## src/rtl/edu_tpu_wb_host_pkg.sv

```systemverilog
// Shared definitions for the edu_tpu Wishbone host:
// default target, TPU protocol word counts and host FSM states.
package edu_tpu_wb_host_pkg;

    localparam logic [31:0] TPU_BASE_ADDRESS = 32'h3000_0000;

    localparam int TPU_WEIGHT_WORDS = 3;
    localparam int TPU_INPUT_WORDS  = 6;
    localparam int TPU_RESULT_WORDS = 10;

    localparam logic [1:0] HOST_IDLE = 2'd0;
    localparam logic [1:0] HOST_BUS  = 2'd1;
    localparam logic [1:0] HOST_GAP  = 2'd2;

    typedef struct packed {
        logic        err;
        logic [31:0] dat;
    } rsp_t;

endpackage

```

## src/rtl/edu_tpu_rsp_fifo.sv

```systemverilog
// In-order response FIFO for the Wishbone host.
// Entries are {err,dat}; the head reads as zero when empty.
module edu_tpu_rsp_fifo
    import edu_tpu_wb_host_pkg::*;
#(
    parameter int DEPTH = 4,
    localparam int AW = $clog2(DEPTH)
) (
    input  logic        clk,
    input  logic        rst,
    input  logic        push,
    input  rsp_t        push_data,
    input  logic        pop,
    output rsp_t        head,
    output logic [AW:0] count
);

    localparam logic [AW:0] FULL = (AW + 1)'(DEPTH);

    rsp_t          mem [DEPTH];
    logic [AW-1:0] wr_ptr;
    logic [AW-1:0] rd_ptr;
    logic          do_push;
    logic          do_pop;

    assign do_pop  = pop && (count != '0);
    assign do_push = push && ((count != FULL) || do_pop);

    always_ff @(posedge clk) begin
        if (do_push) begin
            mem[wr_ptr] <= push_data;
        end
    end

    always_ff @(posedge clk) begin
        if (rst) begin
            wr_ptr <= '0;
            rd_ptr <= '0;
            count  <= '0;
        end else begin
            if (do_push) begin
                wr_ptr <= wr_ptr + 1'b1;
            end
            if (do_pop) begin
                rd_ptr <= rd_ptr + 1'b1;
            end
            unique case ({do_push, do_pop})
                2'b10:   count <= count + 1'b1;
                2'b01:   count <= count - 1'b1;
                default: count <= count;
            endcase
        end
    end

    assign head = (count != '0) ? mem[rd_ptr] : '0;

endmodule

```

## src/rtl/edu_tpu_wb_host.sv

```systemverilog
// Single-outstanding Wishbone classic master feeding the edu_tpu slave.
// One bus transfer and one in-order response per accepted command.
module edu_tpu_wb_host
    import edu_tpu_wb_host_pkg::*;
#(
    parameter logic [31:0] BASE_ADDRESS = TPU_BASE_ADDRESS,
    parameter int          TIMEOUT      = 15,
    parameter int          RSP_DEPTH    = 4
) (
    input  logic        caravel_wb_clk_i,
    input  logic        caravel_wb_rst_i,
    input  logic        cmd_valid,
    output logic        cmd_ready,
    input  logic        cmd_we,
    input  logic        cmd_adr_use_base,
    input  logic [31:0] cmd_adr,
    input  logic [31:0] cmd_dat,
    input  logic [3:0]  cmd_sel,
    output logic        rsp_valid,
    input  logic        rsp_ready,
    output logic [31:0] rsp_dat,
    output logic        rsp_err,
    output logic        busy,
    output logic        wbm_cyc_o,
    output logic        wbm_stb_o,
    output logic        wbm_we_o,
    output logic [3:0]  wbm_sel_o,
    output logic [31:0] wbm_adr_o,
    output logic [31:0] wbm_dat_o,
    input  logic [31:0] wbm_dat_i,
    input  logic        wbm_ack_i
);

    localparam int              CW       = $clog2(RSP_DEPTH) + 1;
    localparam logic [CW-1:0]   DEPTH_C  = CW'(RSP_DEPTH);
    localparam logic [7:0]      TMO_LAST = 8'(TIMEOUT - 1);

    logic [1:0]    state;
    logic [7:0]    timer;
    logic          cyc_stb;
    logic [CW-1:0] fifo_count;
    logic          accept;
    logic          push;
    logic          pop;
    rsp_t          push_data;
    rsp_t          head;

    assign cmd_ready = !caravel_wb_rst_i && (state == HOST_IDLE)
                       && (fifo_count < DEPTH_C);
    assign accept    = cmd_valid && cmd_ready;
    assign busy      = (state != HOST_IDLE);
    assign wbm_cyc_o = cyc_stb;
    assign wbm_stb_o = cyc_stb;

    // Ack wins over the timeout when both land on the same cycle.
    always_comb begin
        push      = 1'b0;
        push_data = '0;
        if (state == HOST_BUS) begin
            if (wbm_ack_i) begin
                push          = 1'b1;
                push_data.dat = wbm_we_o ? 32'h0 : wbm_dat_i;
            end else if (timer == TMO_LAST) begin
                push          = 1'b1;
                push_data.err = 1'b1;
            end
        end
    end

    always_ff @(posedge caravel_wb_clk_i) begin
        if (caravel_wb_rst_i) begin
            state     <= HOST_IDLE;
            timer     <= '0;
            cyc_stb   <= 1'b0;
            wbm_we_o  <= 1'b0;
            wbm_sel_o <= '0;
            wbm_adr_o <= '0;
            wbm_dat_o <= '0;
        end else begin
            case (state)
                HOST_IDLE: begin
                    if (accept) begin
                        state     <= HOST_BUS;
                        timer     <= '0;
                        cyc_stb   <= 1'b1;
                        wbm_we_o  <= cmd_we;
                        wbm_sel_o <= cmd_sel;
                        wbm_adr_o <= cmd_adr_use_base ? BASE_ADDRESS : cmd_adr;
                        wbm_dat_o <= cmd_dat;
                    end
                end
                HOST_BUS: begin
                    if (push) begin
                        cyc_stb <= 1'b0;
                        state   <= HOST_GAP;
                    end else begin
                        timer <= timer + 8'd1;
                    end
                end
                // Idle cycle lets a level-held ack fall before the next strobe.
                HOST_GAP: begin
                    state <= HOST_IDLE;
                end
                default: begin
                    state   <= HOST_IDLE;
                    cyc_stb <= 1'b0;
                end
            endcase
        end
    end

    assign pop       = rsp_valid && rsp_ready;
    assign rsp_valid = (fifo_count != '0);
    assign rsp_dat   = head.dat;
    assign rsp_err   = head.err;

    edu_tpu_rsp_fifo #(
        .DEPTH(RSP_DEPTH)
    ) u_rsp_fifo (
        .clk      (caravel_wb_clk_i),
        .rst      (caravel_wb_rst_i),
        .push     (push),
        .push_data(push_data),
        .pop      (pop),
        .head     (head),
        .count    (fifo_count)
    );

endmodule

```

## config.mk

```make
export PLATFORM = sky130hd
export DESIGN_NAME = edu_tpu_wb_host
export DESIGN_NICKNAME = d
export VERILOG_FILES = /design/src/rtl/edu_tpu_wb_host_pkg.sv /design/src/rtl/edu_tpu_rsp_fifo.sv /design/src/rtl/edu_tpu_wb_host.sv
export SDC_FILE = /design/constraint.sdc
export NUM_CORES = 1
export LEC_CHECK = 0
export ABC_AREA = 1
export CAP_MARGIN = 10
export CORE_MARGIN = 2
export CORE_UTILIZATION = 45
export DETAILED_ROUTE_END_ITERATION = 7
export PLACE_DENSITY = 0.84
export SLEW_MARGIN = 20
export SYNTH_ARGS = -nofsm -noshare
export SYNTH_HDL_FRONTEND = slang
export SYNTH_SLANG_ARGS = --single-unit
```

## constraint.sdc

```tcl
create_clock -name caravel_wb_clk_i -period 2.92 [get_ports caravel_wb_clk_i]
set_input_delay 0.876 -clock caravel_wb_clk_i [delete_from_list [all_inputs] [get_ports caravel_wb_clk_i]]
set_output_delay 0.876 -clock caravel_wb_clk_i [all_outputs]
set_load 0.005 [all_outputs]
```

==> results.sh, run 1 <==
export IMPL_period_minus_slack_ns=2.832
export IMPL_synth_warnings=0
export IMPL_path_clk_slew_ns=0.06
export IMPL_min_path_type="flop to flop"
export IMPL_drcViolationCount=0
export IMPL_worstPathRequired_ns=2.04
export IMPL_synth_cell_types=26
export IMPL_worstPathCellList="clkinvlp_4 > buf_4 > buf_12 > nor2_1 > o21ai_0 > a21oi_1 > dlygate4sd2_1"
export IMPL_core_area_mm2=0.01940
export IMPL_ys_ff_latch=221
export IMPL_final_cell_mix="nor2_1, clkdlybuf4s50_1, nand2_1"
export IMPL_routedWlPerCell_um=16.26
export IMPL_synthTopCellsByArea="edfxtp_1, dfxtp_1, nor2_1"
export IMPL_crit_type="flop to primary output"
export IMPL_clock_skew_ns=0.01846
export IMPL_cts_htree_levels=1
export IMPL_hold_violations=0
export IMPL_leakage_nw=4.370
export IMPL_ctsRootBufferMaster="clkbuf_16"
export IMPL_num_vias=7258
export IMPL_fin_crit_sh_pct=96.99
export IMPL_finalSetupViolCount=0
export IMPL_grt_usage_pct=21.79
export IMPL_crit_path_start_kind="flop"
export IMPL_cts_sinks=221
export IMPL_place_hpwl_um=14170
export IMPL_endpoint_kind="primary output"
export IMPL_rsz0062_at_grt="yes"
export IMPL_synth_top_area_share_pct=44.66
export IMPL_grt_max_degree=77
export IMPL_fillCellCount=1530
export IMPL_die_area_mm2=0.02086
export IMPL_power_density_mw_per_mm2=656.1
export IMPL_placed_cells_incl_taps=1366
export IMPL_synth_area_leader_cell="edfxtp_1"
export IMPL_gp_congestion=0.8225
export IMPL_vias_per_cell=5.137
export IMPL_io_buffers=213
export IMPL_row_count=51
export IMPL_vdd_drop_max_uv=428.8
export IMPL_utilization_pct=62.73
export IMPL_max_freq_mhz=353.1
export IMPL_cts_hold_buf=0
export IMPL_drt_total_wl_um=22970
export IMPL_grt_pass1_vias=7208
export IMPL_tightest_slew_ns=0.8051
export IMPL_cts_tree="built"
export IMPL_clk_latency_ns=0.51
export IMPL_drt_iter0_drc=513
export IMPL_ios=214
export IMPL_drive_gt1_share_pct=7.317
export IMPL_pre_cts_slack_ns=0.08407
export IMPL_clock_path_buffers=3
export IMPL_grt_pass1_wl_um=35630
export IMPL_final_cells=1413
export IMPL_syn2layout_area_growth_pct=37.10
export IMPL_fin_ws_ns=0.08799
export IMPL_die_h_um=144.4
export IMPL_worst_path_max_fanout=8
export IMPL_start_util_pct=45.76
export IMPL_slew_headroom_pct=46.33
export IMPL_slowest_delay_ns=0.36
export IMPL_status="finished, final reports clean"
export IMPL_max_cap_viol_count=0
export IMPL_syn_instance_count=927
export IMPL_syn_area_mm2=0.008876
export IMPL_synth_nets=1042
export IMPL_slowest_stage="dfxtp_2"
export IMPL_drtAntennaViolNets=0
export IMPL_syn_area_per_cell_um2=9.575
export IMPL_ys_seq_area_share_pct=64.73
export IMPL_numCtsBuffers=22
export IMPL_num_antenna_cells=0
export IMPL_cp_arrival_ns=1.96
export IMPL_slew_violations=0
export IMPL_final_common_cell="nor2_1"
export IMPL_antenna_found_initial=0
export IMPL_die_w_um=144.4
export IMPL_drt_first_pass_iters=5
export IMPL_grt_overflow=0
export IMPL_layout_nets=1249
final timing paths:
kind | start | to | slack [ns] | cells past startpoint
setup / recovery | flop | rsp_dat[18] | 0.09 | 7
hold reg to reg | state[0] | wbm_cyc_o | 0.46 | 1
setup reg to reg | timer[0] | u_rsp_fifo.count[2] | 0.61 | 14
hold / removal | state[0] | wbm_cyc_o | 0.46 | 1
registers in the layout (all words and copies together) (netlist names), named ones only:
register and cells:
state 2, u_rsp_fifo.wr_ptr 2, wbm_cyc_o 1, u_rsp_fifo.mem 132
wbm_adr_o 32, u_rsp_fifo.count 3, wbm_sel_o 4, u_rsp_fifo.rd_ptr 2
wbm_dat_o 32, wbm_we_o 1, timer 8
final cells by class:
class	instances	area [µm²]	share of cell area [%]
clock buffers	27	590.6	4.853
clock inverters	11	76.32	0.6272
inverters	33	127.6	1.049
multi-input cells	614	2794	22.96
flip-flops and latches	221	5751	47.25
well taps	265	331.6	2.725
repair buffers	242	2499	20.53
critical path: cells and delay by family, from the launching register on:
kind                   cells  cell delay, ns
DFF                        1            0.36
buffers and inverters      4            0.70
and+or+nand+nor            1            0.10
AOI/OAI and AO/OA          2            0.28
repair_timing:
action                     CTS  global route
resized for setup           38            20
cloned                       0             1
pin swaps                   12             9
setup endpoints to repair   33            12
setup buffers                5             3
cells by family (layout without fill, tap and decap cells):
| group | after synthesis | in the layout | synth area share [%] |
|---|---|---|---|
| AOI/OAI and AO/OA | 189 | 189 | 10.71 |
| xor gates and xnor gates | 1 | 1 | 0.09869 |
| adders and majority gates | 8 | 8 | 1.212 |
| buffers and inverters | 92 | 313 | 4.412 |
| DFF | 221 | 221 | 64.73 |
| and+or+nand+nor | 416 | 416 | 18.83 |
stage by stage:
step | power, mW | setup TNS, ns | cell area [µm²] | hold WS (ns)
CTS | 7.994 | 0 | 12120 | 0.4540
global placement | 5.444 | 0 | 11410 | 0.4394
global route | 8.363 | -0.02058 | 12170 | 0.4837
floorplan | 4.338 | -13.18 | 8876 | 0.4257
finish | 7.985 | 0 | 12170 | 0.4557
detailed placement | 5.477 | 0 | 11410 | 0.4484
Yosys cell counts:
| master | instances |
|---|---|
| inv_2 | 4 |
| nor2_1 | 193 |
| ha_1 | 7 |
| nand2_2 | 2 |
| buf_2 | 19 |
| buf_6 | 2 |
| nor3_4 | 1 |
| buf_4 | 2 |
| fa_1 | 1 |
| nand3_1 | 43 |
| inv_1 | 29 |
| nand2_4 | 1 |
| dfxtp_1 | 89 |
| o21a_1 | 1 |
| nand2_1 | 166 |
| buf_1 | 6 |
| nor3_1 | 4 |
| o21ai_0 | 75 |
| o21bai_1 | 1 |
| nor3_2 | 1 |
| nand3_2 | 2 |
| edfxtp_1 | 132 |
| xor2_1 | 1 |
| clkbuf_1 | 30 |
| nand4_1 | 3 |
| a21oi_1 | 112 |
power breakdown:
part	internal [mW]	total (mW)	leakage (nW)	switching, mW
clock	1.52	2.65	0.317	1.13
combinational	0.882	1.87	2.17	0.988
sequential	3.39	3.47	1.88	0.0744
total	5.79	7.98	4.37	2.20
per-layer routing:
layer / part of all wire [%] / up-vias / global-route usage, %
met4: 2.5 / 0 / 7.614
li1: - / 3515 / -
met5: 0 / - / 0
met2: 50 / 311 / 39.64
met1: 37 / 3391 / 24.21
met3: 10 / 41 / 6.490
Note: power is estimated with default switching activity, not from simulation.
==> run 2, diff against run 1 <==
- GPL_TIMING_DRIVEN: not set -> 0
==> run 2 against run 1 <==
  * Cell area grew 1.3%
  * Clock skew down 0.0052 ns
  * First-iteration DRC count increased by 5.5%
  * Via count increased by 3.5%
  * Sequential share of layout area decreased by 0.60 points
  * Routed wire length rose by 6.3%
  * Combinational power is 6% higher
  * Worst hold slack better by 0.0045 ns
==> results.sh, run 2 (synthesis gave the netlist of run 1 again) <==
export IMPL_clock_skew_ns=0.01322
export IMPL_ios=214
export IMPL_clk_latency_ns=0.49
export IMPL_cts_htree_levels=1
export IMPL_layout_nets=1286
export IMPL_leakage_nw=4.580
export IMPL_drtAntennaViolNets=0
export IMPL_status="finished, final reports clean"
export IMPL_worstPathRequired_ns=2.04
export IMPL_hold_violations=0
export IMPL_power_density_mw_per_mm2=665.5
export IMPL_ctsRootBufferMaster="clkbuf_16"
export IMPL_num_antenna_cells=0
export IMPL_grt_max_degree=24
export IMPL_max_freq_mhz=350.7
export IMPL_regMostFlops="u_rsp_fifo.mem"
export IMPL_row_count=51
export IMPL_antenna_found_initial=0
export IMPL_slew_violations=0
export IMPL_min_path_type="flop to flop"
export IMPL_vias_per_cell=5.172
export IMPL_final_cell_mix="nor2_1, clkdlybuf4s50_1, nand2_1"
export IMPL_numCtsBuffers=22
export IMPL_cp_arrival_ns=1.98
export IMPL_num_vias=7510
export IMPL_finalSetupViolCount=0
export IMPL_cts_sinks=221
export IMPL_drt_total_wl_um=24430
export IMPL_die_w_um=144.4
export IMPL_largest_register_ffs=132
export IMPL_rr_startpoint="timer[0]"
export IMPL_largestRegisters="u_rsp_fifo.mem x132, wbm_adr_o x32, wbm_dat_o x32"
export IMPL_clock_path_buffers=3
export IMPL_die_h_um=144.4
export IMPL_worst_path_max_fanout=10
export IMPL_crit_path_start_kind="flop"
export IMPL_vdd_drop_max_uv=440.6
export IMPL_start_util_pct=45.76
export IMPL_utilization_pct=63.53
export IMPL_cts_tree="built"
export IMPL_grt_overflow=0
export IMPL_period_minus_slack_ns=2.851
export IMPL_place_hpwl_um=16850
export IMPL_drcViolationCount=0
export IMPL_drive_gt1_share_pct=8.425
export IMPL_slew_headroom_pct=49.73
export IMPL_placed_cells_incl_taps=1409
export IMPL_fin_hold_ws_ns=0.4602
export IMPL_syn2layout_area_growth_pct=38.85
export IMPL_final_cells=1452
export IMPL_fin_crit_sh_pct=97.65
export IMPL_crit_type="flop to primary output"
export IMPL_rsz0062_at_grt="no"
export IMPL_routedWlPerCell_um=16.82
export IMPL_drt_first_pass_iters=5
export IMPL_grt_usage_pct=22.62
export IMPL_core_area_mm2=0.01940
export IMPL_worstHoldStart="state[0]"
export IMPL_grt_pass1_vias=7244
export IMPL_final_common_cell="nor2_1"
export IMPL_drt_iter0_drc=541
export IMPL_max_cap_viol_count=0
export IMPL_grt_pass1_wl_um=36490
export IMPL_tightest_slew_ns=0.7523
export IMPL_path_clk_slew_ns=0.06
export IMPL_io_buffers=213
export IMPL_die_area_mm2=0.02086
export IMPL_fillCellCount=1530
export IMPL_gp_congestion=0.8703
export IMPL_endpoint_kind="primary output"
==> run 2: cell count changes in the layout (fill, tap and decap cells not counted), moves of 3 or more <==
| cell | change |
|---|---|
| buf_2 | +12 |
| clkbuf_1 | +15 |
| dlymetal6s2s_1 | +9 |
| buf_6 | +6 |
| clkbuf_4 | +5 |
| clkbuf_8 | +5 |
| buf_1 | +3 |
| clkbuf_2 | -3 |
| clkinv_1 | -3 |
| clkdlybuf4s15_1 | -3 |
| buf_12 | -11 |
| clkinvlp_2 | +4 |
==> run 2: power breakdown <==
part | total, mW | leakage (nW) | switching [mW] | internal, mW
logic | 1.99 | 2.37 | 1.05 | 0.942
clock network | 2.75 | 0.327 | 1.14 | 1.61
registers | 3.46 | 1.88 | 0.0710 | 3.39
total | 8.20 | 4.58 | 2.26 | 5.94
==> run 2: cell type report <==
type,count,area (µm²),area share (%)
plain buffers,59,402.9,3.269
flip-flops and latches,221,5749,46.65
inverters,33,123.9,1.005
repair buffers,220,2227,18.07
well taps,265,331.6,2.690
clock inverters,13,115.1,0.9340
clock buffers,27,590.6,4.792
multi-input cells,614,2784,22.59
==> run 2: layer usage <==
layer | track usage (%) | wire (µm) | vias to the layer above
li1 | - | - | 3595
met1 | 25.27 | 8876 | 3502
met2 | 40.61 | 12330 | 369
met3 | 6.987 | 2471 | 44
met4 | 8.227 | 752 | 0
met5 | 0 | 0 | -
==> run 2: final timing paths <==
kind | end | slack (ns) | cells after the start
worst max-delay path | rsp_dat[22] | 0.07 | 7
worst min-delay path | wbm_cyc_o | 0.46 | 1
worst max register to register | u_rsp_fifo.mem[1][19] | 0.43 | 9
worst min register to register | wbm_cyc_o | 0.46 | 1
==> run 2: per-stage QoR <==
stage          setup WS (ns)  TNS [ns]  area (µm²)  total power, mW
6_report             0.06856         0       12320            8.201
5_1_grt             0.008058         0       12320            8.551
4_1_cts              -0.1498   -0.2019       12290            8.239
3_5_place_dp         -0.2190    -6.936       11440            5.478
3_3_place_gp          -1.725   -220.88       11340            5.438
2_1_floorplan       -0.09984    -13.18        8876            4.338
==> run 2: worst max-delay path, cell delays in order, from the launching register on <==
cell           delay [ns]
dfxtp_1              0.33
buf_6                0.14
inv_2                0.08
buf_4                0.19
nor2_1               0.10
o21ai_0              0.10
a21oi_1              0.28
dlygate4sd2_1        0.27
==> run 2: timing repair <==
item                                    in CTS  in global routing
setup buffers                                2                  1
endpoints found under the setup margin      35                 13
resized for setup                           81                 15
hold buffers                                 0                  0
pin swaps                                   11                  5
==> run 3, diff against run 2 <==
- clock period: 2.92 -> 2.5 ns (I/O delays scaled with it)
==> run 3 against run 2 <==
  * The run now ends with negative setup slack left
  * Largest power group unchanged
  * Sequential power up 17%
  * Non-clock buffer count increased by 18
  * Count of clock-buffer cells in the layout stayed put
  * Worst hold slack gained 0.00096 ns
  * Clock power up 17%
  * Highest routed layer unchanged
  * Clock skew up 0.0023 ns
  * Worst setup slack worse by 0.11 ns
==> results.sh, run 3 (synthesis gave the netlist of run 1 again) <==
export IMPL_status="finished with violations"
export IMPL_violations="negative setup slack"
export IMPL_fin_ws_ns=-0.03962
export IMPL_drt_total_wl_um=26050
export IMPL_max_freq_mhz=393.8
export IMPL_clk_latency_ns=0.49
export IMPL_numCtsBuffers=22
export IMPL_cts_tree="built"
export IMPL_period_minus_slack_ns=2.540
export IMPL_start_util_pct=45.76
export IMPL_gp_congestion=0.8703
export IMPL_worst_path_max_fanout=5
export IMPL_crit_type="flop to primary output"
export IMPL_clock_path_buffers=3
export IMPL_layout_nets=1306
export IMPL_clock_skew_ns=0.01553
export IMPL_p_sw_share_pct=28.27
export IMPL_rsz0062_at_grt="yes"
export IMPL_io_buffers=213
export IMPL_row_count=51
export IMPL_antenna_found_initial=0
export IMPL_fin_crit_sh_pct=101.6
export IMPL_endpoint_kind="primary output"
export IMPL_vdd_drop_max_uv=516.2
export IMPL_crit_path_start_kind="flop"
export IMPL_sequentialPowerShare_pct=40.2
export IMPL_die_h_um=144.4
export IMPL_vias_per_cell=5.238
export IMPL_leakage_nw=4.536
export IMPL_slew_headroom_pct=54.35
export IMPL_pwr_share_comb_pct=27.7
export IMPL_finalSetupViolCount=9
export IMPL_place_hpwl_um=16850
export IMPL_placed_cells_incl_taps=1409
export IMPL_regMostFlops="u_rsp_fifo.mem"
export IMPL_drtAntennaViolNets=0
export IMPL_power_density_mw_per_mm2=800.1
export IMPL_max_cap_viol_count=0
export IMPL_min_path_type="flop to flop"
export IMPL_fin_hold_ws_ns=0.4611
export IMPL_hold_violations=0
export IMPL_grt_pass1_vias=7529
export IMPL_final_common_cell="nor2_1"
export IMPL_worstPathRequired_ns=1.75
export IMPL_grt_max_degree=24
export IMPL_grt_usage_pct=23.81
export IMPL_syn2layout_area_growth_pct=41.88
export IMPL_final_cells=1472
export IMPL_drt_iter0_drc=566
export IMPL_drive_gt1_share_pct=14.66
export IMPL_core_area_mm2=0.01940
export IMPL_utilization_pct=64.92
export IMPL_die_area_mm2=0.02086
export IMPL_tightest_slew_ns=0.6839
export IMPL_routedWlPerCell_um=17.69
export IMPL_largest_register_ffs=132
export IMPL_die_w_um=144.4
export IMPL_final_cell_mix="nor2_1, clkdlybuf4s50_1, nand2_1"
export IMPL_slew_violations=0
export IMPL_cts_htree_levels=1
export IMPL_largestRegisters="u_rsp_fifo.mem x132, wbm_adr_o x32, wbm_dat_o x32"
export IMPL_cts_sinks=221
export IMPL_internal_power_mw=7.227
export IMPL_cts_hold_buf=0
export IMPL_num_antenna_cells=0
export IMPL_pre_cts_slack_ns=-0.5130
export IMPL_clkPwrFrac_pct=32.1
export IMPL_grt_pass1_wl_um=38330
export IMPL_ctsRootBufferMaster="clkbuf_16"
export IMPL_p_sw_mw=2.849
export IMPL_drcViolationCount=0
export IMPL_drt_first_pass_iters=7
export IMPL_num_vias=7711
export IMPL_grt_overflow=0
export IMPL_ios=214
export IMPL_cp_arrival_ns=1.79
export IMPL_path_clk_slew_ns=0.06
-- run 3: cell count changes in the layout (fill, tap and decap cells not counted), sizes merged --
cell	before	now
buf	39	83
bufbuf	0	1
clkbuf	54	58
clkdlybuf4s15	0	2
clkdlybuf4s50	179	177
dlygate4sd2	22	3
dlymetal6s2s	12	0
nor2	193	195
-- run 3: per-layer routing --
layer,up-vias,GRT usage (%),wire [µm]
li1,3644,-,-
met1,3567,26.75,9304
met2,435,42.40,13090
met3,65,6.987,2704
met4,0,9.607,947
met5,-,0,0
-- run 3: area by class of cell --
cell class / instances / area [µm²]
Buffer: 59 / 505.5
Clock buffer: 27 / 590.6
Clock inverter: 13 / 115.1
Fill cell: 1455 / 6805
Inverter: 33 / 126.4
Multi-Input combinational cell: 616 / 2888
Sequential cell: 221 / 5754
Tap cell: 265 / 331.6
Timing Repair Buffer: 238 / 2282
-- run 3: worst paths after layout --
| path | cells past startpoint | end | from | slack, ns |
|---|---|---|---|---|
| setup / recovery | 6 | rsp_dat[25] | u_rsp_fifo.count[1] | -0.04 |
| hold / removal | 1 | wbm_cyc_o | state[0] | 0.46 |
| setup reg to reg | 10 | u_rsp_fifo.mem[0][12] | timer[0] | 0.24 |
| hold reg to reg | 1 | wbm_cyc_o | state[0] | 0.46 |
-- run 3: critical path, cell delays in order, from the launching register on --
cell and delay (ns):
dfxtp_2 0.33, nor3_4 0.35, clkbuf_8 0.23, buf_6 0.11, buf_6 0.09, a21oi_1 0.04
buf_2 0.13
-- run 3: per-stage QoR --
step | setup TNS [ns] | total power [mW] | instance area, µm²
3_5_place_dp | -52.36 | 6.398 | 11440
6_report | -0.2233 | 10.08 | 12590
4_1_cts | -0.2321 | 9.956 | 12500
5_1_grt | -1.657 | 10.46 | 12590
3_3_place_gp | -273.90 | 6.351 | 11340
2_1_floorplan | -51.99 | 5.067 | 8876
-- run 3: power groups by stage --
stage	sequential, mW	combinational [mW]	clock (mW)
floorplan	4.10	0.970	0
global placement	4.11	2.25	0
detailed placement	4.11	2.29	0
CTS	4.05	2.66	3.24
global route	4.06	3.01	3.39
finish	4.05	2.79	3.23
-- run 3: timing repair --
action | 4_1_cts | 5_1_grt
cloned | 4 | 1
pin swaps | 27 | 21
setup endpoints to repair | 59 | 35
setup buffers | 13 | 6
gates resized for setup | 235 | 43
